## src/rtl/alarm_zone_ctrl.sv

```systemverilog
// Multi-zone armed alarm controller.
// Synchronises and debounces the sensor lines, runs the arm / entry-delay /
// alarm state machine, latches the zones that tripped while armed and holds
// the alarm until a disarm request arrives.
module alarm_zone_ctrl #(
  parameter int N_ZONES      = 4,
  parameter int DEBOUNCE_CYC = 4,
  parameter int ENTRY_DLY    = 16
) (
  input  logic               clk,
  input  logic               rst_n,
  input  logic [N_ZONES-1:0] sensor,
  input  logic [N_ZONES-1:0] instant_mask,
  input  logic               arm,
  input  logic               disarm,
  output logic [N_ZONES-1:0] active,
  output logic [N_ZONES-1:0] zone,
  output logic               armed,
  output logic               entry,
  output logic               alarm
);

  localparam int CW = $clog2(DEBOUNCE_CYC + 1);
  localparam int TW = $clog2(ENTRY_DLY + 1);
  localparam logic [CW-1:0] CNT_MAX  = CW'(DEBOUNCE_CYC);
  localparam logic [TW-1:0] TMR_LOAD = TW'(ENTRY_DLY - 1);

  typedef enum logic [1:0] {
    ST_DISARMED,
    ST_ARMED,
    ST_ENTRY,
    ST_ALARM
  } state_t;

  state_t             state, state_nxt;
  logic [TW-1:0]      timer, timer_nxt;

  logic [N_ZONES-1:0] sensor_meta, sensor_s;
  logic               arm_meta, arm_s;
  logic               disarm_meta, disarm_s;

  logic [CW-1:0]      cnt [N_ZONES];
  logic [N_ZONES-1:0] trip_i, trip_d;

  // Two-flop synchronisers for every asynchronous input line.
  always_ff @(posedge clk or negedge rst_n) begin
    // NOTE: sequential state always uses non-blocking assignment so every flop
    // samples the pre-edge value of its neighbours, exactly like the hardware.
    if (!rst_n) begin
      sensor_meta <= '0;
      sensor_s    <= '0;
      arm_meta    <= 1'b0;
      arm_s       <= 1'b0;
      disarm_meta <= 1'b0;
      disarm_s    <= 1'b0;
    end else begin
      sensor_meta <= sensor;
      sensor_s    <= sensor_meta;
      arm_meta    <= arm;
      arm_s       <= arm_meta;
      disarm_meta <= disarm;
      disarm_s    <= disarm_meta;
    end
  end

  // Per-zone saturating debounce counters; any synced-low sample restarts.
  always_ff @(posedge clk or negedge rst_n) begin
    if (!rst_n) begin
      // NOTE: this array is a handful of flops, not a RAM, so it can and must
      // be reset; a real memory would be left out of the reset branch.
      for (int i = 0; i < N_ZONES; i++) cnt[i] <= '0;
    end else begin
      for (int i = 0; i < N_ZONES; i++) begin
        if (!sensor_s[i])          cnt[i] <= '0;
        else if (cnt[i] != CNT_MAX) cnt[i] <= cnt[i] + 1'b1;
      end
    end
  end

  // A zone is active once its counter has saturated.
  always_comb begin
    active = '0;
    for (int i = 0; i < N_ZONES; i++) active[i] = (cnt[i] == CNT_MAX);
  end

  assign trip_i = active & instant_mask;
  assign trip_d = active & ~instant_mask;

  // State and entry-timer registers.
  always_ff @(posedge clk or negedge rst_n) begin
    if (!rst_n) begin
      state <= ST_DISARMED;
      timer <= '0;
    end else begin
      state <= state_nxt;
      timer <= timer_nxt;
    end
  end

  // Next-state logic; a synced disarm overrides everything else.
  always_comb begin
    // NOTE: defaults first so every path assigns every output and no latch
    // is inferred.
    state_nxt = state;
    timer_nxt = timer;
    unique case (state)
      ST_DISARMED: begin
        if (!disarm_s && arm_s && (active == '0)) state_nxt = ST_ARMED;
      end
      ST_ARMED: begin
        if (disarm_s) begin
          state_nxt = ST_DISARMED;
        end else if (|trip_i) begin
          state_nxt = ST_ALARM;
        end else if (|trip_d) begin
          state_nxt = ST_ENTRY;
          timer_nxt = TMR_LOAD;
        end
      end
      ST_ENTRY: begin
        if (disarm_s) begin
          state_nxt = ST_DISARMED;
          timer_nxt = '0;
        end else if (|trip_i) begin
          state_nxt = ST_ALARM;
        end else if (timer == '0) begin
          state_nxt = ST_ALARM;
        end else begin
          timer_nxt = timer - 1'b1;
        end
      end
      ST_ALARM: begin
        if (disarm_s) state_nxt = ST_DISARMED;
      end
      default: state_nxt = ST_DISARMED;
    endcase
  end

  // Trip latch: accumulates active zones while armed, cleared on disarm.
  always_ff @(posedge clk or negedge rst_n) begin
    if (!rst_n) begin
      zone <= '0;
    end else if (state != ST_DISARMED) begin
      if (disarm_s) zone <= '0;
      else          zone <= zone | active;
    end
  end

  // Status outputs decoded from the registered state.
  assign armed = (state == ST_ARMED) || (state == ST_ENTRY);
  assign entry = (state == ST_ENTRY);
  assign alarm = (state == ST_ALARM);

endmodule

```

## config.mk

```make
export PLATFORM = sky130hd
export DESIGN_NAME = alarm_zone_ctrl
export DESIGN_NICKNAME = d
export VERILOG_FILES = /design/src/rtl/alarm_zone_ctrl.sv
export SDC_FILE = /design/constraint.sdc
export NUM_CORES = 1
export LEC_CHECK = 0
export CAP_MARGIN = 10
export CORE_ASPECT_RATIO = 1.5
export CORE_MARGIN = 2
export CORE_UTILIZATION = 54
export CTS_BUF_LIST = sky130_fd_sc_hd__clkbuf_16
export CTS_CLUSTER_SIZE = 24
export DETAILED_ROUTE_END_ITERATION = 12
export GPL_ROUTABILITY_DRIVEN = 0
export GPL_TIMING_DRIVEN = 0
export PLACE_DENSITY = 0.82
export RECOVER_POWER = 100
export SETUP_SLACK_MARGIN = 0.02
export SYNTH_ARGS = -nofsm -noshare
export SYNTH_HDL_FRONTEND = slang
export SYNTH_SLANG_ARGS = --single-unit
```

## constraint.sdc

```tcl
create_clock -name clk -period 2.3 [get_ports clk]
set_input_delay 0.46 -clock clk [delete_from_list [all_inputs] [get_ports clk]]
set_output_delay 0.46 -clock clk [all_outputs]
set_load 0.03 [all_outputs]
```

# [Word level (Yosys, flattened, before mapping)]
# Cells that the tools add are included.
[totals] out_inout_bits=11 inputBits=12 reg_bits=35 elab_cells=84
[op_classes] eq_ne=24 n_bitwise=4 addsub=5 reduce_logical=13 mux=25
[op_table] op="$mux 5" count=6
[op_table] op="$mux 3" count=8
[op_table] op="$ne 3x3->1 const B" count=6
[op_table] op="$mux 2" count=8
[op_table] op="$add 3x1->3 const B" count=4
[op_table] op="$eq 3x3->1 const B" count=4
[op_table] op="$ne 2x1->1 const B" count=5
[op_table] op="$pmux 5 s2" count=1
[op_table] op="$and 4x4->4" count=2
[op_table] op="$ne 2x2->1 const B" count=4
[op_table] op="$pmux 2 s4" count=1
[op_table] op="$reduce_or 4->1" count=2
[op_table] op="$reduce_and 6->1" count=1
[op_table] op="$logic_not 5->1" count=1
[op_table] op="$sub 5x1->5 const B" count=1
[op_table] op="$eq 2x2->1 const B" count=2
[op_table] op="$logic_not 4->1" count=1
[op_table] op="$mux 4" count=1
[op_table] op="$ne 4x1->1 const B" count=1
[op_table] op="$ne 4x4->1 const B" count=1
[op_table] op="$not 4->4" count=1
[op_table] op="$or 4x4->4" count=1
[op_table] op="$reduce_and 4->1" count=1
[op_table] op="$reduce_bool 2->1" count=2
[op_table] op="5 further kinds" count=6

# [Longest topological paths before layout]
[depth] depth_word=7 depth_mapped=7

# [Worst setup path before layout]
# OpenSTA, ideal clock, no wires.
[synth_timing] path_kind="register to register" startpoint="register state[0]" endpoint="register state[0]" synth_period_minus_slack_ps=1943 slack_ps=357 arrival_time_ps=1818 stages_incl_launch_ff=7 required_ps=2175 path_cell_list="dfrtp_1 -> inv_1 -> ha_1 -> nand2_1 -> or3_1 -> o311a_4 -> mux2_4"
[synth_via] elab_chain_cells=3 elab_cells_between_ends=10 cone_classes="7 x eq/ne; 1 x mux; 2 x reduce/logical"
[synth_lines] item="from (decl)" line="35" rtl="state_t state, state_nxt;"
[synth_lines] item="from (signal assigned)" line="95" rtl="state <= state_nxt;"
[synth_lines] item="$eq 2x2->1 *"
[synth_lines] item="via entry" line="19" rtl="output logic entry,"
[synth_lines] item="$ne 4x1->1 (no source line)"
[synth_lines] item="$reduce_and 4->1 (no source line)"
# The timed path passes the listed nets; every way through them passes the cells marked *.
# A chain may end at the register's enable or synchronous reset.

# [Worst setup path in the final report]
[layout_timing] startpoint="register cnt[6] in the netlist's numbering" endpoint="output port active[1]"
[layout_via] elab_chain_cells=1
[layout_lines] item="from (decl)" line="42" rtl="logic [CW-1:0] cnt [N_ZONES];"
[layout_lines] item="from (signal, indexed assignment)" line="74" rtl="if (!sensor_s[i]) cnt[i] <= '0;"
[layout_lines] item="$eq 3x3->1" line="83" rtl="for (int i = 0; i < N_ZONES; i++) active[i] = (cnt[i] == CNT_MAX);"
[layout_lines] item="to (decl)" line="16" rtl="output logic [N_ZONES-1:0] active,"
# Every way passes these cells.

==> impl_metrics.tcl <==
set metrics [dict create \
    violations "capacitance limit, slew limit" \
    max-cap-violations 1 \
    clk_latency_ns 0.27 \
    rows 25 \
    n_fill_cell 253 \
    grt_pass1_wl_um 6050 \
    cts_hold_buf 0 \
    synth-seq-cells 35 \
    drt_pre_antenna_iters 4 \
    path_class "reg -> out" \
    internal_power_w 0.00144 \
    rsz0062_at_grt "false" \
    worst-path-buf-inv 3 \
    dp_hpwl_um 2580 \
    required_ns 1.84 \
    core_area_mm2 0.00313 \
    syn_area_mm2 0.00174 \
    regArea_um2 876 \
    status "finished, violations left" \
    h-tree-depth 2 \
    swShare_pct 35.3 \
    fin_crit_sh_pct 92.7 \
    finClkSkew_ns 0.00184 \
    grt_usage_pct 22.1 \
    cts_root_buf "clkbuf_16" \
    drive_gt1_share_pct 6.32 \
    power_density_mw_per_mm2 1050 \
    numPortBuffers 22 \
    die_w_um 50.4 \
    vias_per_cell 5.73 \
    syn_nets 187 \
    clkTransAtPathRegs_ns 0.05 \
    synth.distinct_cells 38 \
    pwr-share-clk_pct 27.7 \
    multi_input_area_um2 753 \
    avgRoutedWirePerCell_um 15.2 \
    fmax_ghz 0.469 \
    max_stage_delay_ns 0.37 \
    vias 1317 \
    layout_common_cells "dfrtp_1, inv_1, nand2_1" \
    layout.cells.non_filler 230 \
    worstPathCellList "inv_1, ha_1, nand2_1, clkinv_1, dlygate4sd2_1" \
    total_power_w 0.00222 \
    finalMaxSlewViolations 36 \
    crit_path_max_fanout 6 \
    clock_path_buffers 2 \
    hold_ws_ns 0.345 \
    power_switching_w 0.000784 \
    hold_violations 0 \
    drcViolationCount 0 \
    avgSynthCellArea_um2 10.8 \
    diodes 0 \
    numCtsBuffers 5 \
    area_growth_pct 21.2 \
    antenna_found_initial 0 \
    crit_slowest_cell "dlygate4sd2_1" \
    slew-limit-headroom_pct -20.2 \
    grt_pass1_vias 1353 \
    cts_sinks 35 \
    setup_tns_ns 0 \
    synth_warnings 0 \
    post-route-min-period_ns 2.13 \
    sequentialPowerShare_pct 36.3 \
    setup_viol_count_final 0 \
    fin_nets 216 \
    final_antenna_net_count 0 \
    fin_util_pct 67.6 \
    final_common_cell "dfrtp_1" \
    p_leak_nw 1.01 \
    fp.dieH_um 73.6 \
    grt_max_degree 36 \
    dr.first_iter.drc_count 29 \
    cts_tree "built" \
    start_kind "flop" \
    grt.overflow.total 0 \
    crit_family "buffers and inverters" \
    synth_cells 161 \
    wirelength_um 3490 \
    cp-end-kind "primary output" \
    place_inst 223 \
    peakVddDrop_v 0.000740 \
    die-area_mm2 0.00371 \
    ioPinCount 23 \
    synth-seq-area-share_pct 50.2 \
    start_util_pct 55.8 \
    cp.arrival_ns 1.67 \
    pwr-share-comb_pct 36.0 \
    tightest_slew_ns 1.80 \
    hold_path.class "reg -> reg" \
]
==> synthesized netlist by cell type <==
cell type | count | share of area [%]
dfrtp_1 | 35 | 50
o2111ai_1 | 2 | 1.0
nor3_1 | 3 | 0.86
xnor2_1 | 4 | 2.0
nor2_1 | 15 | 3.2
mux2_1 | 1 | 0.65
and4_1 | 2 | 1.0
inv_1 | 18 | 3.9
nand4_4 | 1 | 1.2
a22oi_1 | 1 | 0.43
a222oi_1 | 1 | 0.57
a31oi_1 | 4 | 1.4
inv_2 | 3 | 0.65
a21oi_1 | 2 | 0.57
or3_1 | 1 | 0.36
nor2b_1 | 1 | 0.36
o221ai_4 | 1 | 1.5
o311a_4 | 1 | 1.2
o21a_1 | 1 | 0.43
clkinv_1 | 1 | 0.22
a221o_1 | 1 | 0.57
nand3_2 | 1 | 0.57
nand2_1 | 14 | 3.0
o21ai_0 | 6 | 1.7
nand2_2 | 2 | 0.72
nor4_1 | 1 | 0.36
ha_1 | 14 | 10
o22ai_1 | 1 | 0.36
mux2_4 | 2 | 1.7
a311o_1 | 1 | 0.57
buf_6 | 1 | 0.65
a22o_1 | 2 | 1.0
and2_1 | 4 | 1.4
a21boi_1 | 4 | 1.7
o221a_4 | 1 | 1.1
nand4_1 | 2 | 0.72
o31ai_1 | 1 | 0.43
nand3_1 | 5 | 1.4
==> registers in the layout, indices dropped and copies added, names as in the netlist, 2 cells and up <==
name	flops
cnt	12
sensor_meta	4
sensor_s	4
state	2
timer	5
zone	4
==> kinds of logic (layout without fill, tap and decap cells) <==
family                     count (synthesis)  count (layout)  synth area share (%)
adders and majority gates                 14              14                  10.0
AOI/OAI and AO/OA                         30              30                  14.7
xor gates and xnor gates                   4               4                  2.01
muxes                                      3               3                  2.37
and+or+nand+nor                           52              52                  15.3
DFF                                       35              35                  50.2
buffers and inverters                     23              52                  5.38
==> worst paths after layout <==
path,cells after the start,slack (ns),end,from
worst max-delay path,5,0.17,active[1],cnt[6]
worst min-delay path,0,0.34,sensor_s[2],sensor_meta[2]
worst max register to register,7,0.23,timer[1],cnt[3]
worst min register to register,0,0.34,sensor_s[2],sensor_meta[2]
max in group asynchronous,1,0.59,sensor_s[3],rst_n
min in group asynchronous,1,0.67,cnt[4],rst_n
==> metrics by stage <==
stage          instance area, µm²  worst slack, ns
6_report                     2110            0.167
5_1_grt                      2110           0.0570
4_1_cts                      2140            0.154
3_5_place_dp                 2010          -0.0751
3_3_place_gp                 2010          -0.0219
2_1_floorplan                1740            0.357
==> power groups by stage <==
stage	combinational, W	sequential (W)	clock, W
after detailed placement	0.000871	0.000815	0
after global placement	0.000829	0.000805	0
final	0.000800	0.000806	0.000616
after CTS	0.000861	0.000808	0.000622
after global routing	0.000886	0.000820	0.000646
after floorplan	0.000605	0.000816	0
==> area by class of cell <==
type,instances,share of cell area (%)
plain buffers,1,0.533
clock buffers,5,5.92
clock inverters,2,0.414
inverters,22,3.91
multi-input cells,103,35.6
flip-flops and latches,35,41.4
well taps,40,2.37
repair buffers,22,9.77
==> metal layers <==
metal / up-vias / global-route usage, % / wire length, µm / part of all wire, %
li1: 615 / - / - / -
met1: 657 / 25.2 / 1390 / 40
met2: 37 / 38.7 / 1900 / 54
met3: 8 / 5.08 / 126 / 3.6
met4: 0 / 10.2 / 72 / 2.1
met5: - / 0 / 0 / 0
==> what timing repair did <==
item,in CTS,in global routing
resized for setup,6,0
setup buffers,0,0
setup endpoints to repair,6,0
No activity file was read; power rests on OpenSTA's default activity.
